<file path="config.mk">
export PLATFORM = sky130hd
export DESIGN_NAME = mac_array_ctrl_flat
export DESIGN_NICKNAME = d
export VERILOG_FILES = /design/src/rtl/mac_ctrl_pkg.sv /design/src/rtl/mac_array_ctrl_if.sv /design/src/rtl/skew_pipe.sv /design/src/rtl/mac_array_ctrl.sv /design/src/flat_wrapper.sv
export SDC_FILE = /design/constraint.sdc
export NUM_CORES = 1
export LEC_CHECK = 0
export ABC_AREA = 1
export BUFFER_PORTS_ARGS = -buffer_cell sky130_fd_sc_hd__clkbuf_2
export CORE_ASPECT_RATIO = 1.5
export CORE_MARGIN = 10
export CORE_UTILIZATION = 50
export DETAILED_ROUTE_END_ITERATION = 10
export HOLD_SLACK_MARGIN = 0.02
export PLACE_DENSITY = 0.73
export SYNTH_ARGS = -nofsm -noshare
export SYNTH_HDL_FRONTEND = slang
export SYNTH_SLANG_ARGS = --single-unit
</file>
<file path="constraint.sdc">
create_clock -name clk -period 4.4 [get_ports clk]
set_clock_uncertainty 0.15 [all_clocks]
set_input_delay 1.32 -clock clk [delete_from_list [all_inputs] [get_ports clk]]
set_output_delay 1.32 -clock clk [all_outputs]
set_load 0.03 [all_outputs]
</file>
<file path="src/rtl/mac_ctrl_pkg.sv">
// Shared definitions for the MAC array sequencer: FSM state encoding and the
// two-bit per-row instruction codes driven onto the west edge of the array.
package mac_ctrl_pkg;

  typedef enum logic [2:0] {
    IDLE  = 3'd0,
    LOAD  = 3'd1,
    GAP   = 3'd2,
    EXEC  = 3'd3,
    DRAIN = 3'd4,
    DONE  = 3'd5
  } state_e;

  localparam logic [1:0] INST_NOP  = 2'b00;
  localparam logic [1:0] INST_LOAD = 2'b01;
  localparam logic [1:0] INST_EXEC = 2'b10;

  function automatic logic [1:0] issue_inst(input state_e s);
    case (s)
      LOAD:    return INST_LOAD;
      EXEC:    return INST_EXEC;
      default: return INST_NOP;
    endcase
  endfunction

endpackage

</file>
<file path="src/rtl/mac_array_ctrl_if.sv">
// Read port between the sequencer and the L0 input buffer; data returns one
// cycle after the read strobe.
interface mac_array_ctrl_if #(
  parameter int bw      = 4,
  parameter int row     = 8,
  parameter int addr_bw = 8
);
  logic                 mem_rd_en;
  logic [addr_bw-1:0]   mem_addr;
  logic [bw*row-1:0]    mem_dout;

  modport master (output mem_rd_en, output mem_addr, input mem_dout);
  modport slave  (input mem_rd_en, input mem_addr, output mem_dout);
endinterface

</file>
<file path="src/rtl/skew_pipe.sv">
// Fixed-depth delay line with asynchronous active-low clear; used to skew
// each row's data/instruction stream diagonally across the array.
module skew_pipe #(
  parameter int width = 6,
  parameter int depth = 1
) (
  input  logic             clk,
  input  logic             reset,
  input  logic [width-1:0] din,
  output logic [width-1:0] dout
);

  logic [width-1:0] pipe_q [depth];
  logic [width-1:0] pipe_d [depth];

  always_comb begin
    pipe_d[0] = din;
    for (int i = 1; i < depth; i++) begin
      pipe_d[i] = pipe_q[i-1];
    end
  end

  always_ff @(posedge clk or negedge reset) begin
    if (!reset) begin
      for (int i = 0; i < depth; i++) begin
        pipe_q[i] <= '0;
      end
    end else begin
      for (int i = 0; i < depth; i++) begin
        pipe_q[i] <= pipe_d[i];
      end
    end
  end

  assign dout = pipe_q[depth-1];

endmodule

</file>
<file path="src/rtl/mac_array_ctrl.sv">
// Sequencer for a weight-stationary MAC array: loads col kernel words, streams
// num_vec activations, drains, then pulses done. Row streams are skewed by row.
module mac_array_ctrl
  import mac_ctrl_pkg::*;
#(
  parameter int bw      = 4,
  parameter int row     = 8,
  parameter int col     = 8,
  parameter int addr_bw = 8
) (
  input  logic                  clk,
  input  logic                  reset,
  input  logic                  start,
  input  logic [addr_bw-1:0]    num_vec,
  mac_array_ctrl_if.master      mem,
  output logic [bw*row-1:0]     in_w,
  output logic [2*row-1:0]      inst_w,
  output logic                  busy,
  output logic                  done
);

  localparam int CNT_W = addr_bw + 1;

  state_e             state_q, state_d;
  logic [CNT_W-1:0]   cnt_q, cnt_d;
  logic [addr_bw-1:0] nv_q, nv_d;
  logic [addr_bw-1:0] addr_q, addr_d;
  logic [1:0]         inst_q, inst_d;
  logic               rd_vld_q, rd_vld_d;
  logic               rd_en;
  logic               term;

  assign rd_en = (state_q == LOAD) || (state_q == EXEC);
  assign term  = (cnt_q == '0);

  // Each state's counter is loaded with (duration - 1) on entry and the
  // transition fires when it reaches zero.
  always_comb begin
    state_d  = state_q;
    cnt_d    = cnt_q;
    nv_d     = nv_q;
    addr_d   = addr_q;
    inst_d   = issue_inst(state_q);
    rd_vld_d = rd_en;
    if (state_q == IDLE) begin
      if (start && (num_vec != '0)) begin
        state_d = LOAD;
        cnt_d   = CNT_W'(col - 1);
        nv_d    = num_vec;
        addr_d  = '0;
      end
    end else if (!term) begin
      cnt_d = cnt_q - CNT_W'(1);
      if (rd_en) begin
        addr_d = addr_q + addr_bw'(1);
      end
    end else begin
      case (state_q)
        LOAD: begin
          state_d = GAP;
          cnt_d   = '0;
        end
        GAP: begin
          state_d = EXEC;
          cnt_d   = CNT_W'(nv_q) - CNT_W'(1);
          addr_d  = addr_bw'(col);
        end
        EXEC: begin
          state_d = DRAIN;
          cnt_d   = CNT_W'(row + col - 1);
        end
        DRAIN: begin
          state_d = DONE;
          cnt_d   = '0;
        end
        default: state_d = IDLE;
      endcase
    end
  end

  always_ff @(posedge clk or negedge reset) begin
    if (!reset) begin
      state_q  <= IDLE;
      cnt_q    <= '0;
      nv_q     <= '0;
      addr_q   <= '0;
      inst_q   <= INST_NOP;
      rd_vld_q <= 1'b0;
    end else begin
      state_q  <= state_d;
      cnt_q    <= cnt_d;
      nv_q     <= nv_d;
      addr_q   <= addr_d;
      inst_q   <= inst_d;
      rd_vld_q <= rd_vld_d;
    end
  end

  assign mem.mem_rd_en = rd_en;
  assign mem.mem_addr  = addr_q;
  assign busy          = (state_q != IDLE);
  assign done          = (state_q == DONE);

  // Align stage: inst_q meets the buffer data it was issued with. Data lanes
  // are masked outside read-return cycles so idle rows stay at zero.
  for (genvar r = 0; r < row; r++) begin : g_row
    logic [bw-1:0]   lane;
    logic [bw+1:0]   stage_in;
    logic [bw+1:0]   stage_out;

    assign lane     = rd_vld_q ? mem.mem_dout[bw*r +: bw] : '0;
    assign stage_in = {inst_q, lane};

    if (r == 0) begin : g_direct
      assign stage_out = stage_in;
    end else begin : g_skew
      skew_pipe #(
        .width (bw + 2),
        .depth (r)
      ) u_skew (
        .clk   (clk),
        .reset (reset),
        .din   (stage_in),
        .dout  (stage_out)
      );
    end

    assign inst_w[2*r +: 2] = stage_out[bw+1:bw];
    assign in_w[bw*r +: bw] = stage_out[bw-1:0];
  end

endmodule

</file>
<file path="src/flat_wrapper.sv">
// flat-port wrapper written by rule: the top's interface ports become plain ports
module mac_array_ctrl_flat import mac_ctrl_pkg::*;
#(
  parameter int bw      = 4,
  parameter int row     = 8,
  parameter int col     = 8,
  parameter int addr_bw = 8
)
  (clk, reset, start, num_vec, in_w, inst_w, busy, done, mem_mem_rd_en, mem_mem_addr, mem_mem_dout);
  mac_array_ctrl_if #(.bw(bw), .row(row), .addr_bw(addr_bw)) mem_i ();
  input  logic clk;
  input  logic reset;
  input  logic start;
  input  logic [addr_bw-1:0] num_vec;
  output logic [bw*row-1:0] in_w;
  output logic [2*row-1:0] inst_w;
  output logic busy;
  output logic done;
  output wire logic [$bits(mem_i.mem_rd_en)-1:0] mem_mem_rd_en;
  output wire logic [$bits(mem_i.mem_addr)-1:0] mem_mem_addr;
  input wire logic [$bits(mem_i.mem_dout)-1:0] mem_mem_dout;
  assign mem_mem_rd_en = mem_i.mem_rd_en;
  assign mem_mem_addr = mem_i.mem_addr;
  assign mem_i.mem_dout = mem_mem_dout;
  mac_array_ctrl #(.bw(bw), .row(row), .col(col), .addr_bw(addr_bw)) u_core (.clk(clk), .reset(reset), .start(start), .num_vec(num_vec), .mem(mem_i), .in_w(in_w), .inst_w(inst_w), .busy(busy), .done(done));
endmodule
</file>
# After elaboration in Yosys (flattened, before gate mapping)
# Index checks and enable logic that the tools add are counted.
# totals
regBits	199
latchBits	0
ramBits	0
mem_bits_ro	0
mem_count	0
# op_classes
add_sub_neg	3
n_mul	0
div	0
order_cmp	0
n_eq_ne	8
shifts	0
mux	22
bitwise	0
n_reduce_logical	13
# op_table
op	n
8-bit two-way mux	5
4-bit two-way mux	8
9-bit two-way mux	3
9-bit case mux with 3 select lines	1
3-bit case mux with 4 select lines	1
9-bit zero test	1
3-bit two-way mux	3
8-bit by 1-bit subtractor with 9-bit output, second input constant	1
9-bit by 1-bit subtractor with 9-bit output, second input constant	1
8-bit by 1-bit adder with 8-bit output, second input constant	1
8-bit nonzero test	1
3-bit by 2-bit == test with 1-bit output, second input constant	2
3-bit == test, second input constant	2
2-bit AND reduction	3
3-bit nonzero test	2
5-bit inequality test, second input constant	1
2-bit case mux with 2 select lines	1
3-bit by 1-bit == test with 1-bit output, second input constant	1
3-bit zero test	1
3-bit inequality test, second input constant	1
3-bit AND reduction	1
2-bit inequality test, second input constant	1
2-bit nonzero test	1
2-bit OR reduction	1
other kinds (2)	2

# Logic depth before layout (Yosys ltp)
# depth
word_depth	5
ltp_mapped	10
ltp_nobuf	10

# By module
# A second synthesis with hierarchy kept.
# unflattened
cells_unflattened	501
hier_area_um2	6383.6
# modules_own_cells
mod	n_inst	cells_each	area_per_inst_um2
mac_array_ctrl	1	333	2179.6
skew_pipe (u_core.g_row[7].g_skew.u_skew)	1	42	1051.0
skew_pipe (u_core.g_row[6].g_skew.u_skew)	1	36	900.9
skew_pipe (u_core.g_row[5].g_skew.u_skew)	1	30	750.7
skew_pipe (u_core.g_row[4].g_skew.u_skew)	1	24	600.6
skew_pipe (u_core.g_row[3].g_skew.u_skew)	1	18	450.4
skew_pipe (u_core.g_row[2].g_skew.u_skew)	1	12	300.3
skew_pipe (u_core.g_row[1].g_skew.u_skew)	1	6	150.1

# Worst setup path after synthesis
# Ideal clock, no wire load.
# synth_path
kind	input to output
startpoint	input mem_mem_dout[0]
endpoint	output in_w[0]
arrival_ns	1.564
required_ns	2.930
slack_ns	1.366
path_stages	2
n_path_buf	0
path_cell_list	nand2_1 > inv_1
# synth_between
elab_chain_len	1
# synth_lines
element	line	source
start: declaration	flat_wrapper.sv:21	input wire logic [$bits(mem_i.mem_dout)-1:0] mem_mem_dout;
4-bit two-way mux	mac_array_ctrl.sv:111	assign lane = rd_vld_q ? mem.mem_dout[bw*r +: bw] : '0;
end: declaration	flat_wrapper.sv:15	output logic [bw*row-1:0] in_w;
# Every way passes these cells.

# Worst setup path in the final report
# layout_path
startpoint	register u_core.state_q[1]
endpoint	output busy
# layout_between
elab_chain_len	1
# layout_lines
element	line	source
start: declaration	mac_array_ctrl.sv:24	state_e state_q, state_d;
start signal: assignment	mac_array_ctrl.sv:90	state_q <= state_d;
3-bit nonzero test	mac_array_ctrl.sv:101	assign busy = (state_q != IDLE);
end: declaration	flat_wrapper.sv:17	output logic busy;
# Every way passes these cells.

==> flow_summary.yaml <==
setup_path:
  critPathMostFrequentCell: "nor2_4"
  cp_max_fo: 12
  crit_chain: "nor2_4 -> inv_2 -> nor2_4 -> inv_1 -> clkbuf_2"
  end_kind: "output pin"
  critical_path.slowest_cell: "dfrtp_1"
  max_stage_delay_ns: 0.44
  cp.arrival_ns: 1.78
  crit_path_start_kind: "flip-flop"
  reg2reg_depth: 9
  path_class: "flip-flop to output pin"
  crit_required_ns: 2.93
routing:
  drt-vias-per-instance: 4.57
  dr_total_vias: 3415
  drtPass1Iterations: 4
  ant_nets: 0
  drt_drc_violations_left: 0
  routed_wl_um: 9990
  first_iter_violations: 171
  wl_per_cell_um: 13.4
synthesis:
  synth_edf_count: 0
  synth_area_leaders: "dfrtp_1 (72%), nand2_1 (8.2%), inv_1 (4.9%)"
  ys_seq_elements: 157
  synthTopCellsByCount: "dfrtp_1 (157), nand2_1 (119), inv_1 (72)"
  ys_warn_count: 0
  ys.flop_type: "dfrtp_1"
  synth_cell_types: 25
  syn_avg_cell_area_um2: 11.2
  synthArstFlopShare_pct: 100
  ys_seq_area_share_pct: 71.9
  synth.most_common_cell: "dfrtp_1"
  synth_cells: 487
  syn_nets: 533
  netlist.area_leader.share_pct: 71.9
  yosys.area.top_type: "dfrtp_1"
  syn_area_mm2: 0.00546
cts:
  clk-insertion-delay-late_ns: 0.41
  post_cts_resized: 0
  cts_buffers: 17
  htreeDepth: 4
  postCtsHoldBufs: 0
  postCtsSetupBuffers: 0
  clkTransAtPathRegs_ns: 0.06
  clock_sinks: 157
  root_buffer: "clkbuf_16"
  cts_buffer_depth: 2
  cts_tree: "done"
global_route:
  grt_max_degree: 83
  grt_pass1_wl_um: 17000
  grt.total_usage_pct: 13.7
  grt_pass1_vias: 3611
  antenna_found_initial: 0
  overflow: 0
floorplanning:
  coreArea_mm2: 0.0106
  rows: 46
  ios: 102
  die_h_um: 148
  start_util_pct: 51.3
  die_w_um: 105
  dieArea_mm2: 0.0156
sta:
  maxSlewHeadroom_pct: 54.1
  hold_viol: 0
  setup_viol: 0
  worst_slew_pin_slew_ns: 0.688
  slew_violations: 0
  finalSetupTns_ns: 0
  max_freq_mhz: 307
  rsz0062_at_grt: "false"
  whs_ns: 0.193
  post-route-period-util_pct: 74.0
  fin_crit_ns: 3.25
  finalWorstSetupSlack_ns: 1.15
power:
  power.leakage_uw: 0.00350
  peakVddDrop_v: 0.000311
  power.density_mw_per_mm2: 455
flow_run:
  cap_violations: 0
min_path:
  holdPathStages: 0
  min-delay-path-class: "flip-flop to flip-flop"
placed_design:
  portBuffers: 101
  post-dp-hpwl_um: 6980
  routabilityCongestion: 0.807
  pre_cts_ws_ns: 1.21
final_layout:
  nets: 636
  n_fill_cell: 859
  area_delta_synth_final_pct: 21.0
  final_core_util_pct: 62.1
  diodes: 0
  drive_gt1_share_pct: 25.2
status:
  status: "complete, no violations"
==> where the power goes <==
group	leakage, µW	switching (µW)	internal (µW)
clock network	0.000280	580	809
logic	0.00141	78.6	31.2
registers	0.00180	14.4	1500
total	0.00350	673	2340
==> worst max-delay path, delay by kind of cell, from the launching register on <==
family / cells / cell delay [ns]
buffers and inverters: 3 / 0.57
flip-flops: 1 / 0.44
AND/OR/NAND/NOR: 2 / 0.36
==> sequential cells by signal (all words and copies together), names as in the netlist, named ones only <==
register	flops
u_core.cnt_q	9
u_core.g_row.g_skew.u_skew.dout	37
u_core.g_row.g_skew.u_skew.pipe_d	89
u_core.inst_q	2
u_core.mem.mem_addr	8
u_core.nv_q	8
u_core.rd_vld_q	1
u_core.state_q	2
==> per-stage QoR <==
stage          total power, µW  std cells  area, µm²
6_report                  3010        747       6610
5_1_grt                   3140        747       6610
4_1_cts                   3050        747       6610
3_5_place_dp              1650        715       6040
3_3_place_gp              1640        715       6040
2_1_floorplan             1580        487       5460
==> logic make-up (layout without fill, tap and decap cells) <==
family,count (synthesis),count (layout),share of synthesized area [%]
buffers and inverters,95,211,7.79
AND/OR/NAND/NOR,197,197,15.1
XOR/XNOR,8,8,1.28
flip-flops,157,157,71.9
adder cells (fa/ha/maj),3,3,0.687
AO/OA/AOI/OAI,27,27,3.21
==> final timing paths <==
| path | end | slack [ns] | startpoint |
|---|---|---|---|
| max | busy | 1.15 | u_core.state_q[1]$_DFFE_PN0P_ |
| min | u_core.g_row[5].g_skew.u_skew.dout[3]$_DFF_PN0_ | 0.19 | u_core.g_row[5].g_skew.u_skew.pipe_d[3]$_DFF_PN0_ |
| max reg2reg | u_core.mem.mem_addr[6]$_DFFE_PN0P_ | 2.13 | u_core.cnt_q[0]$_DFFE_PN0P_ |
| min reg2reg | u_core.g_row[5].g_skew.u_skew.dout[3]$_DFF_PN0_ | 0.19 | u_core.g_row[5].g_skew.u_skew.pipe_d[3]$_DFF_PN0_ |
| max in group asynchronous | u_core.nv_q[3]$_DFFE_PN0P_ | 2.46 | reset |
| min in group asynchronous | u_core.g_row[3].g_skew.u_skew.pipe_d[1]$_DFF_PN0_ | 0.79 | reset |
==> layout make-up <==
type                       count  area, µm²  area share [%]
sequential                   157       3930            59.4
tap                          144        180            2.73
multi-input combinational    235       1110            16.8
clock inverter                13        129            1.95
timing repair buffer         105        542            8.20
clock buffer                  19        443            6.70
inverter                      74        278            4.20
==> routing by layer <==
layer	track usage (%)	up-vias	wire length [µm]
met5	0	-	0
met4	4.68	0	134
met3	5.66	10	620
met2	23.9	96	5240
met1	14.6	1640	3990
li1	-	1669	-
==> cell usage in the layout (no fill, tap or decap) <==
| cell | n |
|---|---|
| a21oi_1 | 7 |
| buf_4 | 4 |
| buf_6 | 1 |
| bufinv_16 | 1 |
| clkbuf_1 | 1 |
| clkbuf_16 | 17 |
| clkbuf_2 | 100 |
| clkbuf_8 | 1 |
| clkinv_2 | 3 |
| clkinvlp_4 | 2 |
| dfrtp_1 | 157 |
| ha_1 | 3 |
| inv_1 | 72 |
| inv_2 | 2 |
| inv_6 | 4 |
| inv_8 | 3 |
| nand2_1 | 119 |
| nand2_2 | 2 |
| nand3_1 | 29 |
| nand3_2 | 2 |
| nand3b_1 | 1 |
| nand4_1 | 5 |
| nor2_1 | 36 |
| nor2_4 | 2 |
| nor3_1 | 1 |
| o21ai_0 | 10 |
| o21ai_1 | 1 |
| o21ai_2 | 7 |
| o21ai_4 | 1 |
| o21bai_1 | 1 |
| xnor2_1 | 1 |
| xor2_1 | 7 |
(Power assumes the default switching activity.)
